## src/rtl/warp_pkg.sv

```systemverilog
// Shared types for the warp_hart dual-issue RV64I ALU core: opcodes, lanes,
// ALU operations and the decoded micro-op carried from Decode to Issue.
package warp_pkg;

    localparam int XLEN = 64;
    localparam int VA_W = 39;

    localparam logic [6:0] OPC_OP_IMM = 7'b0010011;
    localparam logic [6:0] OPC_OP     = 7'b0110011;
    localparam logic [6:0] OPC_LUI    = 7'b0110111;

    localparam logic [2:0] F3_ADD  = 3'd0;
    localparam logic [2:0] F3_SLL  = 3'd1;
    localparam logic [2:0] F3_SLT  = 3'd2;
    localparam logic [2:0] F3_SLTU = 3'd3;
    localparam logic [2:0] F3_XOR  = 3'd4;
    localparam logic [2:0] F3_SR   = 3'd5;
    localparam logic [2:0] F3_OR   = 3'd6;
    localparam logic [2:0] F3_AND  = 3'd7;

    localparam logic [6:0] F7_BASE = 7'b0000000;
    localparam logic [6:0] F7_ALT  = 7'b0100000;

    typedef enum logic {LANE_A, LANE_B} lane_e;

    typedef enum logic [3:0] {
        ALU_ADD, ALU_SUB, ALU_SLL, ALU_SLT, ALU_SLTU,
        ALU_SRL, ALU_SRA, ALU_XOR, ALU_OR, ALU_AND
    } aluop_e;

    typedef struct packed {
        logic            valid;
        lane_e           lane;
        logic [4:0]      rd;
        logic [4:0]      rs1;
        logic [4:0]      rs2;
        logic            use_imm;
        logic [XLEN-1:0] imm;
        aluop_e          aluop;
    } uop_t;

    function automatic lane_e lane_of(input aluop_e op);
        return (op == ALU_XOR || op == ALU_OR || op == ALU_AND) ? LANE_B : LANE_A;
    endfunction

endpackage

```

## src/rtl/warp_regfile.sv

```systemverilog
// 32x64 integer register file: four asynchronous read ports, two write ports
// where port 1 (the younger instruction) wins on a same-register collision.
module warp_regfile
    import warp_pkg::*;
(
    input  logic            clk,
    input  logic            rst_n,
    input  logic [4:0]      ra0,
    input  logic [4:0]      ra1,
    input  logic [4:0]      ra2,
    input  logic [4:0]      ra3,
    output logic [XLEN-1:0] rdata0,
    output logic [XLEN-1:0] rdata1,
    output logic [XLEN-1:0] rdata2,
    output logic [XLEN-1:0] rdata3,
    input  logic            we0,
    input  logic [4:0]      wa0,
    input  logic [XLEN-1:0] wd0,
    input  logic            we1,
    input  logic [4:0]      wa1,
    input  logic [XLEN-1:0] wd1
);

    logic [XLEN-1:0] file [32];

    // Entry 0 is never written, so it stays at its reset value of zero.
    always_ff @(posedge clk or negedge rst_n) begin
        if (!rst_n) begin
            for (int i = 0; i < 32; i++) file[i] <= '0;
        end else begin
            for (int i = 1; i < 32; i++) begin
                if (we1 && wa1 == 5'(i))      file[i] <= wd1;
                else if (we0 && wa0 == 5'(i)) file[i] <= wd0;
            end
        end
    end

    assign rdata0 = file[ra0];
    assign rdata1 = file[ra1];
    assign rdata2 = file[ra2];
    assign rdata3 = file[ra3];

endmodule

```

## src/rtl/warp_hart.sv

```systemverilog
// In-order dual-issue RV64I ALU hart: Fetch, Decode, Issue, Execute, Writeback
// with a busy-bit scoreboard, no forwarding, and an arith lane plus a logic lane.
//
// state    | meaning
// ST_INIT  | one idle cycle after reset release, no fetch request
// ST_FETCH | request bundles at pc whenever the fetch buffer can take one
module warp_hart
    import warp_pkg::*;
#(
    parameter logic [VA_W-1:0] RESET_ADDR = 39'h4000000000
) (
    input  logic            i_clk,
    input  logic            i_rst_n,
    output logic            o_imem_ren,
    output logic [VA_W-1:0] o_imem_raddr,
    input  logic            i_imem_valid,
    input  logic [63:0]     i_imem_rdata
);

    typedef enum logic {ST_INIT, ST_FETCH} state_e;

    typedef struct packed {
        logic            valid;
        logic [4:0]      rd;
        aluop_e          op;
        logic [XLEN-1:0] x;
        logic [XLEN-1:0] y;
    } ex_t;

    state_e          state_q, state_d;
    logic [VA_W-1:0] pc_q;
    logic            fb_valid_q;
    logic [63:0]     fb_data_q;
    uop_t            d0_q, d1_q;
    ex_t             ex_a_q, ex_b_q, ex_a_d, ex_b_d;
    logic            young_b_q;
    logic [31:0]     busy_q, busy_set, busy_clr;
    logic [XLEN-1:0] rdata0, rdata1, rdata2, rdata3, res_a, res_b;
    logic            iss0, iss1, raw10, d_drain, fb_adv, cap, we_a, we_b;

    function automatic uop_t decode(input logic [31:0] ins);
        uop_t u;
        u         = '0;
        u.rd      = ins[11:7];
        u.rs1     = ins[19:15];
        u.rs2     = ins[24:20];
        u.imm     = {{52{ins[31]}}, ins[31:20]};
        u.aluop   = ALU_ADD;
        case (ins[6:0])
            OPC_OP_IMM: begin
                u.valid   = 1'b1;
                u.use_imm = 1'b1;
                u.rs2     = '0;
                case (ins[14:12])
                    F3_SLT:  u.aluop = ALU_SLT;
                    F3_SLTU: u.aluop = ALU_SLTU;
                    F3_XOR:  u.aluop = ALU_XOR;
                    F3_OR:   u.aluop = ALU_OR;
                    F3_AND:  u.aluop = ALU_AND;
                    F3_SLL: begin
                        u.aluop = ALU_SLL;
                        u.valid = (ins[31:26] == 6'b0);
                    end
                    F3_SR: begin
                        u.aluop = ins[30] ? ALU_SRA : ALU_SRL;
                        u.valid = ({ins[31], ins[29:26]} == 5'b0);
                    end
                    default: u.aluop = ALU_ADD;
                endcase
            end
            OPC_OP: begin
                u.valid = 1'b1;
                case ({ins[31:25], ins[14:12]})
                    {F7_BASE, F3_ADD}:  u.aluop = ALU_ADD;
                    {F7_ALT,  F3_ADD}:  u.aluop = ALU_SUB;
                    {F7_BASE, F3_SLL}:  u.aluop = ALU_SLL;
                    {F7_BASE, F3_SLT}:  u.aluop = ALU_SLT;
                    {F7_BASE, F3_SLTU}: u.aluop = ALU_SLTU;
                    {F7_BASE, F3_XOR}:  u.aluop = ALU_XOR;
                    {F7_BASE, F3_SR}:   u.aluop = ALU_SRL;
                    {F7_ALT,  F3_SR}:   u.aluop = ALU_SRA;
                    {F7_BASE, F3_OR}:   u.aluop = ALU_OR;
                    {F7_BASE, F3_AND}:  u.aluop = ALU_AND;
                    default:            u.valid = 1'b0;
                endcase
            end
            OPC_LUI: begin
                // LUI becomes x0 + imm so it shares the adder in lane A.
                u.valid   = 1'b1;
                u.use_imm = 1'b1;
                u.rs1     = '0;
                u.rs2     = '0;
                u.imm     = {{32{ins[31]}}, ins[31:12], 12'b0};
            end
            default: u.valid = 1'b0;
        endcase
        u.lane = lane_of(u.aluop);
        return u;
    endfunction

    function automatic ex_t mk_ex(input uop_t u, input logic [XLEN-1:0] r1,
                                  input logic [XLEN-1:0] r2);
        ex_t e;
        e.valid = 1'b1;
        e.rd    = u.rd;
        e.op    = u.aluop;
        e.x     = r1;
        e.y     = u.use_imm ? u.imm : r2;
        return e;
    endfunction

    always_comb begin
        state_d    = state_q;
        o_imem_ren = 1'b0;
        case (state_q)
            ST_INIT:  state_d = ST_FETCH;
            ST_FETCH: o_imem_ren = !fb_valid_q || fb_adv;
            default:  state_d = ST_INIT;
        endcase
    end

    assign cap          = o_imem_ren && i_imem_valid;
    assign o_imem_raddr = pc_q;

    // Unused source fields are x0, which is never busy, so no per-op masking.
    always_comb begin
        raw10   = (d0_q.rd != 5'd0) && (d1_q.rs1 == d0_q.rd || d1_q.rs2 == d0_q.rd);
        iss0    = d0_q.valid && !(busy_q[d0_q.rs1] || busy_q[d0_q.rs2]);
        iss1    = d1_q.valid && !(busy_q[d1_q.rs1] || busy_q[d1_q.rs2])
                  && (!d0_q.valid || (iss0 && d0_q.lane != d1_q.lane && !raw10));
        d_drain = (!d0_q.valid || iss0) && (!d1_q.valid || iss1);
        fb_adv  = fb_valid_q && d_drain;
    end

    always_comb begin
        ex_a_d   = '0;
        ex_b_d   = '0;
        busy_set = '0;
        busy_clr = '0;
        if (iss0) begin
            if (d0_q.lane == LANE_A) ex_a_d = mk_ex(d0_q, rdata0, rdata1);
            else                     ex_b_d = mk_ex(d0_q, rdata0, rdata1);
            if (d0_q.rd != 5'd0) busy_set[d0_q.rd] = 1'b1;
        end
        if (iss1) begin
            if (d1_q.lane == LANE_A) ex_a_d = mk_ex(d1_q, rdata2, rdata3);
            else                     ex_b_d = mk_ex(d1_q, rdata2, rdata3);
            if (d1_q.rd != 5'd0) busy_set[d1_q.rd] = 1'b1;
        end
        if (ex_a_q.valid) busy_clr[ex_a_q.rd] = 1'b1;
        if (ex_b_q.valid) busy_clr[ex_b_q.rd] = 1'b1;
    end

    always_ff @(posedge i_clk or negedge i_rst_n) begin
        if (!i_rst_n) begin
            state_q    <= ST_INIT;
            pc_q       <= {RESET_ADDR[VA_W-1:3], 3'b000};
            fb_valid_q <= 1'b0;
            fb_data_q  <= '0;
            d0_q       <= '0;
            d1_q       <= '0;
            ex_a_q     <= '0;
            ex_b_q     <= '0;
            young_b_q  <= 1'b0;
            busy_q     <= '0;
        end else begin
            state_q    <= state_d;
            fb_valid_q <= cap || (fb_valid_q && !fb_adv);
            if (cap) begin
                fb_data_q <= i_imem_rdata;
                pc_q      <= pc_q + VA_W'(8);
            end
            if (fb_adv) begin
                d0_q <= decode(fb_data_q[31:0]);
                d1_q <= decode(fb_data_q[63:32]);
            end else begin
                if (iss0) d0_q.valid <= 1'b0;
                if (iss1) d1_q.valid <= 1'b0;
            end
            ex_a_q    <= ex_a_d;
            ex_b_q    <= ex_b_d;
            young_b_q <= iss0 && iss1 && d1_q.lane == LANE_B;
            // A new issue to a register retiring this same edge must stay busy.
            busy_q    <= (busy_q & ~busy_clr) | busy_set;
        end
    end

    always_comb begin
        res_a = '0;
        case (ex_a_q.op)
            ALU_ADD:  res_a = ex_a_q.x + ex_a_q.y;
            ALU_SUB:  res_a = ex_a_q.x - ex_a_q.y;
            ALU_SLL:  res_a = ex_a_q.x << ex_a_q.y[5:0];
            ALU_SLT:  res_a = {63'b0, $signed(ex_a_q.x) < $signed(ex_a_q.y)};
            ALU_SLTU: res_a = {63'b0, ex_a_q.x < ex_a_q.y};
            ALU_SRL:  res_a = ex_a_q.x >> ex_a_q.y[5:0];
            ALU_SRA:  res_a = $signed(ex_a_q.x) >>> ex_a_q.y[5:0];
            default:  res_a = '0;
        endcase
    end

    always_comb begin
        res_b = '0;
        case (ex_b_q.op)
            ALU_XOR: res_b = ex_b_q.x ^ ex_b_q.y;
            ALU_OR:  res_b = ex_b_q.x | ex_b_q.y;
            ALU_AND: res_b = ex_b_q.x & ex_b_q.y;
            default: res_b = '0;
        endcase
    end

    assign we_a = ex_a_q.valid && ex_a_q.rd != 5'd0;
    assign we_b = ex_b_q.valid && ex_b_q.rd != 5'd0;

    // Port 1 carries the younger instruction of a pair so it wins on equal rd.
    warp_regfile xrf (
        .clk    (i_clk),
        .rst_n  (i_rst_n),
        .ra0    (d0_q.rs1),
        .ra1    (d0_q.rs2),
        .ra2    (d1_q.rs1),
        .ra3    (d1_q.rs2),
        .rdata0 (rdata0),
        .rdata1 (rdata1),
        .rdata2 (rdata2),
        .rdata3 (rdata3),
        .we0    (young_b_q ? we_a : we_b),
        .wa0    (young_b_q ? ex_a_q.rd : ex_b_q.rd),
        .wd0    (young_b_q ? res_a : res_b),
        .we1    (young_b_q ? we_b : we_a),
        .wa1    (young_b_q ? ex_b_q.rd : ex_a_q.rd),
        .wd1    (young_b_q ? res_b : res_a)
    );

endmodule

```

## config.mk

```make
export PLATFORM = sky130hd
export DESIGN_NAME = warp_hart
export DESIGN_NICKNAME = d
export VERILOG_FILES = /design/src/rtl/warp_pkg.sv /design/src/rtl/warp_regfile.sv /design/src/rtl/warp_hart.sv
export SDC_FILE = /design/constraint.sdc
export NUM_CORES = 1
export LEC_CHECK = 0
export BUFFER_PORTS_ARGS = -buffer_cell sky130_fd_sc_hd__buf_2
export CAP_MARGIN = 25
export CORE_MARGIN = 5
export CORE_UTILIZATION = 45
export DETAILED_ROUTE_END_ITERATION = 10
export PLACE_DENSITY = 0.65
export SYNTH_ARGS = -nofsm -noshare
export SYNTH_HDL_FRONTEND = slang
export SYNTH_SLANG_ARGS = --single-unit
```

## constraint.sdc

```tcl
create_clock -name i_clk -period 2.95 [get_ports i_clk]
set_input_delay 0.295 -clock i_clk [delete_from_list [all_inputs] [get_ports i_clk]]
set_output_delay 0.295 -clock i_clk [all_outputs]
set_load 0.03 [all_outputs]
```

-- Yosys cells after proc, flatten, opt, wreduce, memory -nomap -nowiden
Cells that the tools add are included.
- flip-flop bits (word level): 2506
- bits of input ports: 67
- output and inout port bits: 40
- word-level logic and storage cells: 507
- add/sub/neg operators: 3
- magnitude comparators: 18
- eq/ne operators: 118
- shifts and indexed selects: 3
- mux-type cells: 143
- bitwise operators: 12
- reduce and logical (&&, ||, !) cells: 147
- operator list (cell ; number):
    64-bit 2-to-1 mux ; 74
    64-bit binary-select mux with 5-bit select ; 4
    138-bit 2-to-1 mux ; 8
    64-bit one-hot mux with 7 select lines ; 1
    32-bit 2-to-1 mux ; 6
    64-bit one-hot mux with 3 select lines ; 1
    5-bit equality test, second input constant ; 32
    64-bit < comparator ; 2
    32-bit bitwise OR ; 3
    10-bit by 3-bit equality test with 1-bit output, second input constant ; 8
    5-bit by 4-bit equality test with 1-bit output, second input constant ; 16
    1-bit logical AND ; 80
    4-bit one-hot mux with 9 select lines ; 2
    2-bit nonzero test ; 33
    64-bit adder ; 1
    64-bit AND ; 1
    64-bit bitwise OR ; 1
    64-bit by 6-bit left shift with 64-bit output ; 1
    64-bit by 6-bit >> shifter with 64-bit output ; 1
    64-bit by 6-bit >>> shifter with 64-bit output ; 1
    64-bit subtractor ; 1
    64-bit XOR ; 1
    31-bit 2-to-1 mux ; 2
    4-bit one-hot mux with 7 select lines ; 2
    43 further kinds ; 162

-- Depth between registers and ports, before layout
Gate-level depths: netlist of run 1.
- word-level depth: 17
- mapped depth: 12
- gate-level depth less buffers: 8

-- Worst setup path before layout of run 1
Ideal clock, no wire load.
- path kind: reg2reg
- start point: register d0_q[74] (netlist name)
- end point: register d1_q[81] (netlist name)
- setup time: 0.128 ns
- data arrival time: 2.751 ns
- required time: 2.822 ns
- path slack: 0.072 ns
- cell stages (with the launch flop): 11
- path buffers: 3
- period minus slack after synthesis: 2.878 ns
- path through: dfrtp_1 > buf_2 > mux4_2 > mux2i_1 > nor3b_1 > or4b_4 > nor2_1 > o221ai_1 > buf_2 > buf_2 > mux2_1
- cells in the longest elaborated chain, start to end: 12
- elaborated cells on any way between the ends: 13
- ends and longest elaborated chain (what ; RTL line ; RTL):
    from (decl) ; warp_hart.sv:34 ; uop_t d0_q, d1_q;
    from (signal assigned) ; warp_hart.sv:174 ; d0_q <= decode(fb_data_q[31:0]);
    1-bit binary-select mux with 5-bit select (*) ; warp_hart.sv:128 ; iss0 = d0_q.valid && !(busy_q[d0_q.rs1] || busy_q[d0_q.rs2]);
    1-bit 2-to-1 mux (not written as such) (*) ; warp_hart.sv:128 ;
    1-bit logical OR (*) ; warp_hart.sv:128 ;
    1-bit zero test (*) ; warp_hart.sv:128 ;
    1-bit logical AND (*) ; warp_hart.sv:128 ;
    1-bit logical AND (2 in a row) ; warp_hart.sv:130 ; && (!d0_q.valid || (iss0 && d0_q.lane != d1_q.lane && !raw10));
    1-bit logical OR ; warp_hart.sv:130 ;
    1-bit logical AND ; warp_hart.sv:130 ;
    1-bit logical OR ; warp_hart.sv:131 ; d_drain = (!d0_q.valid || iss0) && (!d1_q.valid || iss1);
    1-bit logical AND (*) ; warp_hart.sv:131 ;
    1-bit logical AND (*) ; warp_hart.sv:132 ; fb_adv = fb_valid_q && d_drain;
    to (signal assigned) ; warp_hart.sv:175 ; d1_q <= decode(fb_data_q[63:32]);
    to (decl) ; warp_hart.sv:34 ;
Every way passes the cells marked *; elsewhere a longest branch is shown, timed or not. The select of a mux whose other input is x is not followed.
A chain may end at the register's enable or synchronous reset.

-- Worst setup path in the final report of run 1
- start point: register d0_q[75] (netlist name)
- end point: register busy_q[20]
- cells in the longest elaborated chain, start to end: 11
- elaborated cells on any way between the ends: 14
- ends and longest elaborated chain (what ; RTL line ; RTL):
    1-bit binary-select mux with 5-bit select (*) ; warp_hart.sv:128 ;
    1-bit 2-to-1 mux (not written as such) (*) ; warp_hart.sv:128 ;
    1-bit logical OR (*) ; warp_hart.sv:128 ;
    1-bit zero test (*) ; warp_hart.sv:128 ;
    1-bit logical AND (*) ; warp_hart.sv:128 ;
    branches (longest 4 deep; another with 32-bit 2-to-1 mux) ; -- ;
    32-bit 2-to-1 mux (*) ; warp_hart.sv:145 ; if (iss1) begin
    32-bit bitwise OR (*) ; warp_hart.sv:184 ; busy_q <= (busy_q & ~busy_clr) | busy_set;
    to (signal assigned) ; warp_hart.sv:184 ;
    to (decl) ; warp_hart.sv:37 ; logic [31:0] busy_q, busy_set, busy_clr;
Every way passes the cells marked *. The select of a mux whose other input is x is not followed.

==> PnR_summary.wiki, run 1 <==
{| class="wikitable"
! Metric !! Value
|-
| Status || finished, violations left
|-
| Violated checks || negative setup slack
|-
| Worst-path fanout max || 7
|-
| Worst-case hold path end point || fb_data_q[18]$_DFFE_PN0P_
|-
| Slew of the pin with the lowest slew margin || 0.7822 ns
|-
| Overflow left after global routing || 0
|-
| Number of violations of the max-capacitance limit || 0
|-
| Number of vias per cell after detailed routing || 5.778
|-
| Worst-case headroom to the max-slew limit || 47.85%
|-
| Maximum VDD drop || 0.0004759 V
|-
| Post-synthesis sequential element count || 180
|-
| Parity-gate share of the synthesized area counting xor and xnor cells || 4.622%
|-
| Total wire length after detailed routing || 27490 um
|-
| Critical path required time || 3.30 ns
|-
| Final clock period utilization by the worst path || 109.3%
|-
| Hold crit path type || in -> reg
|-
| Class of the most critical setup path || reg -> reg
|-
| Maximum clock frequency || 0.3100 GHz
|-
| Antenna Violating Nets Remaining || 0
|-
| Area fraction in compound gates after synthesis || 12.78%
|-
| Total power density per cell area || 807.0 mW/mm^2
|-
| Most frequently used flop master after synthesis || dfrtp_1
|-
| Area growth, synth to finish || 34.98%
|-
| R2r worst-path depth || 11
|-
| 1st-pass router iterations || 5
|-
| Site Rows || 53
|-
| Pin count of the biggest net entering global routing || 80
|-
| Worst clock skew || 0.01081 ns
|-
| GRT Overall Usage || 21.67%
|-
| Post-Synth Adder-Cell Area || 0.1320%
|-
| Setup TNS || -19.74 ns
|-
| Register-to-Register Setup Slack || -0.28 ns
|-
| Root buffer selected by CTS || clkbuf_16
|-
| Capture instance of the worst register-to-register path || busy_q[20]$_DFF_PN0_
|-
| Buffer levels on the longest clock path || 2
|-
| Core region area || 0.02089 sq mm
|-
| Leading cell types in the layout, fill and taps excluded || dfrtp_1, buf_2, nand2_1
|-
| Proportion of synthesized area in mux cells || 16.44%
|-
| Launching point of the worst reg2reg path || d0_q[75]$_DFFE_PN0P_
|-
| Height of the die || 155.1 um
|-
| Final setup violating endpoints || 123
|-
| Number of remaining DRC errors || 0
|-
| Sequential cell area fraction in the yosys report || 47.55%
|-
| First-pass GRT wire length || 41550 um
|-
| Clock transition at path regs || 0.07 ns
|-
| Dominant combinational cell family by area after synthesis || multiplexers
|-
| Crit end category || flip-flop
|-
| Worst-case hold slack || 0.09034 ns
|-
| Crit path time final || 3.225 ns
|-
| Top-level I/O count || 107
|-
| Count of buffers inserted at the top-level ports || 103
|-
| Startpoint types || flip-flop
|-
| Horizontal die dimension || 155.1 um
|-
| Drt initial violations || 634
|-
| Fraction of final layout cells with drive strength greater than 1 || 39.66%
|-
| Worst Hold Depth || 2
|-
| Total count of hold-check failures in the final report || 0
|-
| Detail Placement HPWL || 18500 um
|-
| Final estimated routing congestion in global placement || 0.9112
|-
| Max-slew violation count || 0
|-
| Number of global-route vias before repair || 7641
|-
| Clk_lat worst skew || 0.43 ns
|-
| Min setup slack post-route || -0.2753 ns
|-
| Static leakage || 6.032 nW
|-
| Data arrival, critical path || 3.57 ns
|-
| Simple-gate share of the synthesized area || 14.91%
|-
| Most common cell after layout, fill and taps aside || dfrtp_1
|-
| Total via count in the routed design || 7743
|-
| Start point of the worst hold path || i_imem_rdata[18]
|-
| Yosys warnings || 64
|-
| Initial core utilization || 45.36%
|-
| Total Die Area || 0.02406 sq mm
|-
| Async set-reset flop share out of synthesis || 100.0%
|-
| Per-instance average area after synthesis || 11.03 sq um
|-
| Number of distinct library cell variants in the gate-level netlist after synthesis || 63
|-
| Clock tree from TritonCTS || built
|-
| Area of the mapped netlist || 0.009475 sq mm
|-
| Post-synth EDFFs || 0
|-
| TritonCTS Buffers || 17
|-
| CTS sink count || 180
|-
| Number of instances in the synthesized netlist || 859
|-
| Initial antenna violation count || 1
|-
| Nets || 1119
|-
| Maximum level of the CTS H-tree || 4
|-
| Routed wire length per instance || 20.51 um
|-
| RSZ-0062 raised after global routing || true
|}
## cell families (layout without fill, tap and decap cells)
kind of cell	count (synthesis)	after routing
flops	180	180
xor+xnor	50	50
other cells	2	5
fa+ha+maj	1	1
mux	124	124
simple gates	256	256
buf+inv	73	276
compound gates	173	173
## final cells by class
type	instances	area, sq um
Timing Repair Buffer	222	1896
Sequential cell	180	4509
Inverter	22	82.58
Clock buffer	21	450.4
Antenna cell	1	2.502
Tap cell	275	344.1
Multi-Input combinational cell	608	5409
Clock inverter	11	96.34
Fill cell	1612	8099
## timing repair
| item | in CTS | in global routing |
|---|---|---|
| gates cloned | 3 | 12 |
| setup buffers | 11 | 14 |
| pin swaps | 36 | 58 |
| hold buffers | 1 | 0 |
| hold endpoints to repair | 75 | 0 |
| gates resized for setup | 78 | 122 |
| endpoints found under the setup margin | 134 | 178 |
## routing by layer
metal  vias up  track usage, %  wire length [um]
li1       3546               -                 -
met3        60           4.284              1589
met4         0           8.158               792
met2       286           33.84             13080
met1      3851           30.04             12030
met5         -               0                 0
## cells in the mapped netlist (all sizes together), types with 17 or more instances
master	n	area share [%]
a22oi	65	5.1
buf	27	1.7
clkbuf	24	0.95
dfrtp	179	47
inv	22	0.87
mux2	83	9.9
mux2i	24	2.5
mux4	17	4.0
nand2	83	3.3
nand3	22	1.2
nor2	29	1.1
nor3	25	1.3
nor4	19	1.8
o21ai	53	2.8
xor2	39	3.6
## worst max-delay path: stages (launching register included)
cell and delay [ns]:
dfrtp_2 0.48, buf_6 0.15, mux4_2 0.28, mux2i_1 0.18, nor3b_1 0.08, or4b_4 0.58, buf_6 0.15, o31a_1 0.24
nor4_2 0.20, buf_4 0.20, or3b_4 0.43, o21ai_1 0.16
## state kept, by name, indices dropped and copies added (netlist names)
register	flops
d0_q	17
d1_q	17
state_q	1
busy_q	32
fb_valid_q	1
fb_data_q	64
ex_a_q	6
o_imem_raddr	36
ex_b_q	6
## report_power, final
part	total [mW]	switching, mW	internal (mW)
Combinational	4.14	1.98	2.16
Clock	2.12	1.00	1.12
Sequential	4.06	0.926	3.13
Total	10.3	3.90	6.42
## through the flow
stage               power, mW  util (%)  setup slack (ns)  cell area, sq um  cells
floorplan               5.980         -           0.07151              9483    861
global placement        7.469     52.05           -0.1480             10870   1271
detailed placement      7.535     52.05           -0.2401             10870   1271
CTS                     9.904     57.26           -0.2892             11960   1317
global route            10.87     61.23           -0.3792             12790   1340
finish                  10.32     61.23           -0.2753             12790   1340
## worst max path at each step
| stage | startpoint | endpoint | cells after the start |
|---|---|---|---|
| final | d0_q[75]$_DFFE_PN0P_ | busy_q[20]$_DFF_PN0_ | 11 |
| after global routing | d0_q[75]$_DFFE_PN0P_ | busy_q[12]$_DFF_PN0_ | 10 |
| after CTS | d0_q[74]$_DFFE_PN0P_ | busy_q[20]$_DFF_PN0_ | 10 |
| after detailed placement | d0_q[75]$_DFFE_PN0P_ | busy_q[13]$_DFF_PN0_ | 11 |
| after global placement | d0_q[75]$_DFFE_PN0P_ | busy_q[20]$_DFF_PN0_ | 9 |
| after floorplan | d0_q[74]$_DFFE_PN0P_ | d1_q[81]$_DFFE_PN0P_ | 10 |
Power figures use the tool's default switching activity.
==> run 2: changes to the inputs <==
- CORE_UTILIZATION: 45 -> 50
- PLACE_DENSITY: 0.65 -> 0.72
==> run 2 against run 1 <==
  * The run still ends with negative setup slack left
  * Cell area decreased by 5.5%
  * Die area decreased by 9.4%
  * Final cell count decreased by 5.1%
  * Sequential power about the same
  * Sequential cell count unchanged
  * Critical path depth increased by 1
  * Core utilization increased by 3.4 points
  * Clock power increased by 2%
  * Sequential share of layout area increased by 2.1 points
  * Maximum frequency about the same
  * Critical endpoint is now o_imem_raddr[21]$_DFFE_PN0P_
  * First-iteration DRC count increased by 2.8%
==> PnR_summary.wiki, run 2 (synthesis gave the netlist of run 1 again) <==
{| class="wikitable"
! Metric !! Value
|-
| First-pass GRT wire length || 41180 um (-0.90%)
|-
| Worst-case hold path end point || fb_data_q[29]$_DFFE_PN0P_
|-
| Sequential cell fraction of total power || 40.9% (+1.6 points)
|-
| Number of remaining DRC errors || 0 (unchanged)
|-
| Static leakage || 5.503 nW (-8.8%)
|-
| Maximum clock frequency || 0.3100 GHz (about the same)
|-
| Max-slew violation count || 0 (unchanged)
|-
| Clock tree from TritonCTS || built
|-
| GRT Overall Usage || 23.74% (+2.1 points)
|-
| Diode insertion count for antenna repair || 0 (-1)
|-
| Initial antenna violation count || 0 (-1)
|-
| Startpoint types || flip-flop
|-
| Worst clock skew || 0.01269 ns (+0.001877 ns)
|-
| Crit-path max cell delay || 0.58 ns (about the same)
|-
| Total wire length after detailed routing || 26660 um (-3.0%)
|-
| Final clock period utilization by the worst path || 109.3% (about the same)
|-
| Instance count after placement with tap cells included || 1220 (-4.0%)
|-
| Number of vias per cell after detailed routing || 6.063 (+4.9%)
|-
| Violated checks || negative setup slack
|-
| Min setup slack post-route || -0.2758 ns (-0.0004700 ns)
|-
| Class of the most critical setup path || reg -> reg
|-
| Pin count of the biggest net entering global routing || 67 (-16%)
|-
| Top-level I/O count || 107 (unchanged)
|-
| Capture instance of the worst register-to-register path || o_imem_raddr[21]$_DFFE_PN0P_
|-
| Overflow left after global routing || 0 (unchanged)
|-
| Routed wire length per instance || 20.96 um (+2.1%)
|-
| R2r worst-path depth || 12 (+1)
|-
| Worst-path fanout max || 7 (unchanged)
|-
| Final setup violating endpoints || 159 (+29%)
|-
| Total via count in the routed design || 7712 (-0.40%)
|-
| Switching share of power || 37.96% (+0.16 points)
|-
| Launching point of the worst reg2reg path || busy_q[7]$_DFF_PN0_
|-
| Total Die Area || 0.02180 sq mm (-9.4%)
|-
| 1st-pass router iterations || 5 (unchanged)
|-
| Cell repeated most along the worst path || buf_4
|-
| Antenna Violating Nets Remaining || 0 (unchanged)
|-
| Root buffer selected by CTS || clkbuf_16
|-
| Start point of the worst hold path || i_imem_rdata[29]
|-
| Site Rows || 50 (-5.7%)
|-
| Clock Power Share || 21.6% (+1.0 points)
|-
| TritonCTS Buffers || 17 (unchanged)
|-
| Worst-case headroom to the max-slew limit || 51.57% (+3.7 points)
|-
| Top reg by flops || fb_data_q
|-
| Crit path time final || 3.226 ns (+0.0004700 ns)
|-
| Clk_lat worst skew || 0.44 ns (about the same)
|-
| Critical Path Stages || 12 (+1)
|-
| Data arrival, critical path || 3.57 ns (about the same)
|-
| Buffer levels on the longest clock path || 2 (unchanged)
|-
| Register-to-Register Setup Slack || -0.28 ns (about the same)
|-
| Horizontal die dimension || 147.7 um (-4.8%)
|-
| Leading cell types in the layout, fill and taps excluded || dfrtp_1, buf_2, nand2_1
|-
| Core region area || 0.01871 sq mm (-10%)
|-
| Critical Path, Cell by Cell || mux4_2, mux2i_1, nor3b_1, or4b_4, o211ai_4, buf_4, o2111ai_4, buf_4, buf_12, buf_16, nor3_4, xor2_1
|-
| Total count of hold-check failures in the final report || 0 (unchanged)
|-
| P_sw || 3.794 mW (-2.8%)
|-
| Final estimated routing congestion in global placement || 0.9011 (-1.1%)
|-
| Initial core utilization || 50.66% (+5.3 points)
|-
| CTS sink count || 180 (unchanged)
|-
| Hold crit path type || in -> reg
|-
| Maximum level of the CTS H-tree || 4 (unchanged)
|-
| Count of non-filler cells in the finished layout || 1272 (-5.1%)
|-
| Total power density per cell area || 826.8 mW/mm^2 (+2.5%)
|-
| Area growth, synth to finish || 27.57%
|-
| Combinational power share || 37.5% (-2.6 points)
|-
| Maximum VDD drop || 0.0005993 V (+26%)
|-
| Fraction of final layout cells with drive strength greater than 1 || 33.43% (-6.2 points)
|-
| Max stage delay cell, worst path || or4b_4
|-
| Most common cell after layout, fill and taps aside || dfrtp_1
|-
| Count of buffers inserted at the top-level ports || 103 (unchanged)
|-
| Number of violations of the max-capacitance limit || 0 (unchanged)
|-
| Height of the die || 147.7 um (-4.8%)
|-
| Crit end category || flip-flop
|-
| Worst Hold Depth || 2 (unchanged)
|-
| Count of buffering cells on the critical path with inverters included || 4 (+1)
|-
| Internal power summed over all cells || 6.200 mW (-3.4%)
|-
| Drt initial violations || 652 (+2.8%)
|-
| Status || finished, violations left
|-
| Slew of the pin with the lowest slew margin || 0.7264 ns (-0.05578 ns)
|-
| Number of global-route vias before repair || 7767 (+1.6%)
|-
| RSZ-0062 raised after global routing || true
|-
| Post-Place Setup Slack || -0.1609 ns (+0.07925 ns)
|-
| Kind of cell with the highest combined delay on the critical path || simple AND/OR/NAND/NOR gates
|-
| Clock transition at path regs || 0.07 ns (about the same)
|-
| Critical path required time || 3.30 ns (about the same)
|-
| Nets || 1093 (-2.3%)
|-
| Detail Placement HPWL || 18050 um (-2.4%)
|-
| Max reg flops || 64 (unchanged)
|}
run 2: cell count changes in the layout (fill, tap and decap cells not counted), moves of 4 or more:
| cell | change |
|---|---|
| buf_6 | -11 |
| nor3_2 | +4 |
| clkbuf_16 | -5 |
| clkinv_4 | -5 |
| mux2_1 | +54 |
| clkinvlp_4 | +5 |
| nor2_4 | -4 |
| mux2_4 | -54 |
run 2: metal layers:
layer	part of all wire [%]	global-route usage [%]	wire length, um
met5	0	0	0
met4	3.4	8.807	909
met3	6.7	5.579	1796
met2	48	36.98	12790
met1	42	32.60	11160
run 2: worst max-delay path by stage:
stage                              start                           end  slack [ns]
floorplan           d0_q[74]$_DFFE_PN0P_          d1_q[81]$_DFFE_PN0P_        0.07
finish               busy_q[7]$_DFF_PN0_  o_imem_raddr[21]$_DFFE_PN0P_       -0.28
global route        d0_q[75]$_DFFE_PN0P_  o_imem_raddr[17]$_DFFE_PN0P_       -0.38
global placement    d0_q[75]$_DFFE_PN0P_          busy_q[14]$_DFF_PN0_       -0.12
CTS                 d0_q[74]$_DFFE_PN0P_                    o_imem_ren       -0.23
detailed placement  d0_q[75]$_DFFE_PN0P_  o_imem_raddr[29]$_DFFE_PN0P_       -0.16
run 2: worst register-to-register path: cells and delay by family (launching register included):
kind	cells	cell delay, ns
AND/OR/NAND/NOR	3	0.85
multiplexers	2	0.66
buffers and inverters	4	0.60
flip-flops	1	0.48
AO/OA/AOI/OAI	2	0.36
XOR/XNOR	1	0.19
run 2: power groups by stage:
stage | logic [mW] | clock network, mW | registers [mW]
2_1_floorplan | 2.26 | 0 | 3.72
3_3_place_gp | 3.29 | 0 | 4.05
3_5_place_dp | 3.37 | 0 | 4.07
4_1_cts | 3.54 | 2.18 | 4.04
5_1_grt | 4.04 | 2.28 | 4.18
6_report | 3.75 | 2.16 | 4.09
run 2: layout make-up:
type	instances	area (sq um)
timing repair buffer	196	1479
fill	1338	6618
tap	234	292.8
clock inverter	10	101.3
sequential	180	4511
inverter	22	82.58
multi-input combinational	608	5177
clock buffer	22	444.2
run 2: repair_timing:
item                                   4_1_cts  5_1_grt
gates resized for setup                     83       41
buffers inserted                             5        7
setup endpoints to repair                  128      179
cloned                                       2        5
endpoints found under the hold margin       54        0
pin swaps                                   25       31
hold buffers                                 1        0
run 2: stage by stage:
stage / TNS (ns) / hold WS (ns) / power [mW] / utilization [%] / cell area (sq um)
floorplan: 0 / -0.0005911 / 5.980 / - / 9483
global placement: -3.555 / 0.2873 / 7.347 / 57.31 / 10720
detailed placement: -11.29 / 0.2951 / 7.436 / 57.31 / 10720
CTS: -18.51 / 0.05804 / 9.761 / 62.80 / 11750
global route: -37.81 / 0.06478 / 10.50 / 64.62 / 12090
finish: -21.86 / 0.06986 / 9.995 / 64.62 / 12090
==> run 3: changes to the inputs <==
- PLACE_DENSITY: 0.72 -> 0.69
- SKIP_LAST_GASP: default -> 1
- clock period: 2.95 -> 3.64 ns (I/O delays scaled with it)
==> run 3 against run 2 <==
  * The flow now finishes without violations
  * Total power down 22%
  * Register-to-register slack better by 0.66 ns
  * First-iteration DRC count up 27%
  * Sequential power down 15%
  * Critical endpoint is now o_imem_ren
==> PnR_summary.wiki, run 3 (synthesis gave the netlist of run 1 again) <==
{| class="wikitable"
! Metric !! Value
|-
| Site Rows || 50 (unchanged)
|-
| Hold crit path type || in -> reg
|-
| Max stage delay cell, worst path || or4b_4
|-
| Max-slew violation count || 0 (unchanged)
|-
| Setup TNS || 0 ns (+21.86 ns)
|-
| Crit-path max cell delay || 0.52 ns (-0.06 ns)
|-
| Clk_lat worst skew || 0.44 ns (about the same)
|-
| Most common cell after layout, fill and taps aside || dfrtp_1
|-
| Overflow left after global routing || 0 (unchanged)
|-
| Routed wire length per instance || 20.60 um (-1.7%)
|-
| Height of the die || 147.7 um (unchanged)
|-
| Final setup violating endpoints || 0 (-100%)
|-
| Pin count of the biggest net entering global routing || 77 (+15%)
|-
| Maximum VDD drop || 0.0003978 V (-34%)
|-
| Internal power summed over all cells || 4.781 mW (-23%)
|-
| Clock tree from TritonCTS || built
|-
| Total via count in the routed design || 7405 (-4.0%)
|-
| Combinational power share || 30.3% (-7.2 points)
|-
| Post-CTS setup buffers || 0 (-5)
|-
| Launching point of the worst reg2reg path || busy_q[11]$_DFF_PN0_
|-
| Initial core utilization || 50.66% (unchanged)
|-
| Area growth, synth to finish || 16.11%
|-
| CTS sink count || 180 (unchanged)
|-
| Instance count after placement with tap cells included || 1180 (-3.3%)
|-
| TritonCTS Buffers || 17 (unchanged)
|-
| Critical path required time || 3.28 ns (-0.02 ns)
|-
| Sequential standard cell area || 0.004508 sq mm (about the same)
|-
| Crit path time final || 3.450 ns
|-
| Top-level I/O count || 107 (unchanged)
|-
| Nets || 1035 (-5.3%)
|-
| Count of buffering cells on the critical path with inverters included || 2 (-2)
|-
| Count of buffers inserted at the top-level ports || 103 (unchanged)
|-
| Clock Power Share || 24.7% (+3.1 points)
|-
| Data arrival, critical path || 3.09 ns (-0.48 ns)
|-
| Number of remaining DRC errors || 0 (unchanged)
|-
| Detail Placement HPWL || 18000 um (-0.29%)
|-
| Multi-input logic area || 0.004691 sq mm (-9.4%)
|-
| Leading cell types in the layout, fill and taps excluded || dfrtp_1, buf_2, nand2_1
|-
| Static leakage || 4.922 nW (-11%)
|-
| Maximum level of the CTS H-tree || 4 (unchanged)
|-
| Clock transition at path regs || 0.07 ns (about the same)
|-
| Sequential cell fraction of total power || 45.0% (+4.1 points)
|-
| Worst Hold Depth || 2 (unchanged)
|-
| Number of violations of the max-capacitance limit || 0 (unchanged)
|-
| GRT Overall Usage || 23.86% (+0.12 points)
|-
| Count of non-filler cells in the finished layout || 1215 (-4.5%)
|-
| Final clock period utilization by the worst path || 94.79%
|-
| Drt initial violations || 829 (+27%)
|-
| Startpoint types || flip-flop
|-
| Switching share of power || 38.34% (+0.38 points)
|-
| Worst-case headroom to the max-slew limit || 26.12% (-25 points)
|-
| Root buffer selected by CTS || clkbuf_16
|-
| Core region area || 0.01871 sq mm (unchanged)
|-
| Register-to-Register Setup Slack || 0.38 ns (+0.66 ns)
|-
| Maximum clock frequency || 0.2898 GHz
|-
| Initial antenna violation count || 0 (unchanged)
|-
| Max reg flops || 64 (unchanged)
|-
| RSZ-0062 raised after global routing || false
|-
| Horizontal die dimension || 147.7 um (unchanged)
|-
| Number of global-route vias before repair || 7494 (-3.5%)
|-
| Worst-case hold path end point || fb_data_q[14]$_DFFE_PN0P_
|-
| Fraction of final layout cells with drive strength greater than 1 || 24.18% (-9.2 points)
|-
| Kind of cell with the highest combined delay on the critical path || simple AND/OR/NAND/NOR gates
|-
| Final estimated routing congestion in global placement || 1.044 (+16%)
|-
| Worst clock skew || 0.01823 ns (+0.005536 ns)
|-
| Critical Path, Cell by Cell || mux4_2, and3b_1, a21oi_1, or4b_4, o211ai_2, o211ai_4, inv_1, buf_2
|-
| Top reg by flops || fb_data_q
|-
| P_sw || 2.973 mW (-22%)
|-
| 1st-pass router iterations || 7 (+2)
|-
| Slew of the pin with the lowest slew margin || 1.106 ns (+0.3793 ns)
|-
| Status || complete, no violations
|-
| R2r worst-path depth || 8 (-4)
|-
| Total count of hold-check failures in the final report || 0 (unchanged)
|-
| Class of the most critical setup path || reg -> out
|-
| Fillers || 1548 (+16%)
|-
| Crit end category || primary output
|-
| Buffer levels on the longest clock path || 2 (unchanged)
|-
| Number of vias per cell after detailed routing || 6.095 (+0.52%)
|-
| Worst-path fanout max || 14 (+7)
|-
| Total power density per cell area || 704.8 mW/mm^2 (-15%)
|-
| First-pass GRT wire length || 41080 um (-0.24%)
|-
| Antenna Violating Nets Remaining || 0 (unchanged)
|-
| Total Die Area || 0.02180 sq mm (unchanged)
|-
| Capture instance of the worst register-to-register path || busy_q[14]$_DFF_PN0_
|-
| Total wire length after detailed routing || 25030 um (-6.1%)
|-
| Start point of the worst hold path || i_imem_rdata[14]
|}
run 3: final cells by class:
class	count	share of cell area, %
inverter	22	0.7506
sequential	180	40.98
timing repair buffer	138	7.381
clock inverter	13	1.456
multi-input combinational	608	42.64
clock buffer	19	4.117
antenna	1	0.02275
tap	234	2.661
run 3: power by group through the flow:
stage | clock (mW) | sequential, mW | combinational (mW)
after CTS | 1.94 | 3.45 | 2.33
after floorplan | 0 | 3.01 | 1.83
final | 1.92 | 3.49 | 2.35
after global routing | 2.04 | 3.55 | 2.59
after detailed placement | 0 | 3.47 | 2.32
after global placement | 0 | 3.46 | 2.28
run 3: worst max path at each step:
stage                               from                      endpoint  slack (ns)  depth (start not counted)
floorplan           d0_q[74]$_DFFE_PN0P_          d1_q[81]$_DFFE_PN0P_        0.76                         10
global placement    d0_q[75]$_DFFE_PN0P_  o_imem_raddr[20]$_DFFE_PN0P_        0.41                          9
detailed placement  d0_q[75]$_DFFE_PN0P_  o_imem_raddr[22]$_DFFE_PN0P_        0.35                          9
CTS                 d0_q[74]$_DFFE_PN0P_                    o_imem_ren        0.08                          8
global route        d0_q[75]$_DFFE_PN0P_                    o_imem_ren       0.003                          8
finish              busy_q[11]$_DFF_PN0_                    o_imem_ren        0.19                          8
run 3: through the flow:
| step | instance area (sq um) | total power [mW] | util [%] | setup slack (ns) | hold WS (ns) |
|---|---|---|---|---|---|
| final | 11000 | 7.755 | 58.82 | 0.1895 | 0.1299 |
| after detailed placement | 10360 | 5.795 | 55.37 | 0.3459 | 0.4088 |
| after global routing | 11000 | 8.183 | 58.80 | 0.003411 | 0.1203 |
| after CTS | 10990 | 7.722 | 58.76 | 0.07605 | 0.1290 |
| after global placement | 10360 | 5.743 | 55.37 | 0.4064 | 0.4103 |
| after floorplan | 9483 | 4.846 | - | 0.7615 | 0.06841 |
run 3: what timing repair did:
action / 4_1_cts / 5_1_grt
hold endpoints to repair: 68 / 0
setup endpoints to repair: 1 / 1
gates resized for setup: 2 / 1
hold buffers: 1 / 0
run 3: per-layer routing:
metal	track usage, %	routed length, um	vias up
met5	0	0	-
met4	8.341	880	0
met3	7.480	2356	78
met2	35.99	11280	349
met1	32.82	10510	3611
li1	-	-	3367
run 3: worst reg2reg max path: stages, from the launching register on:
cell     delay [ns]
dfrtp_1        0.47
mux4_2         0.51
and3b_1        0.19
a21oi_1        0.15
or4b_4         0.52
or4_1          0.54
nor3b_2        0.52
a22oi_1        0.18
o21ai_0        0.11
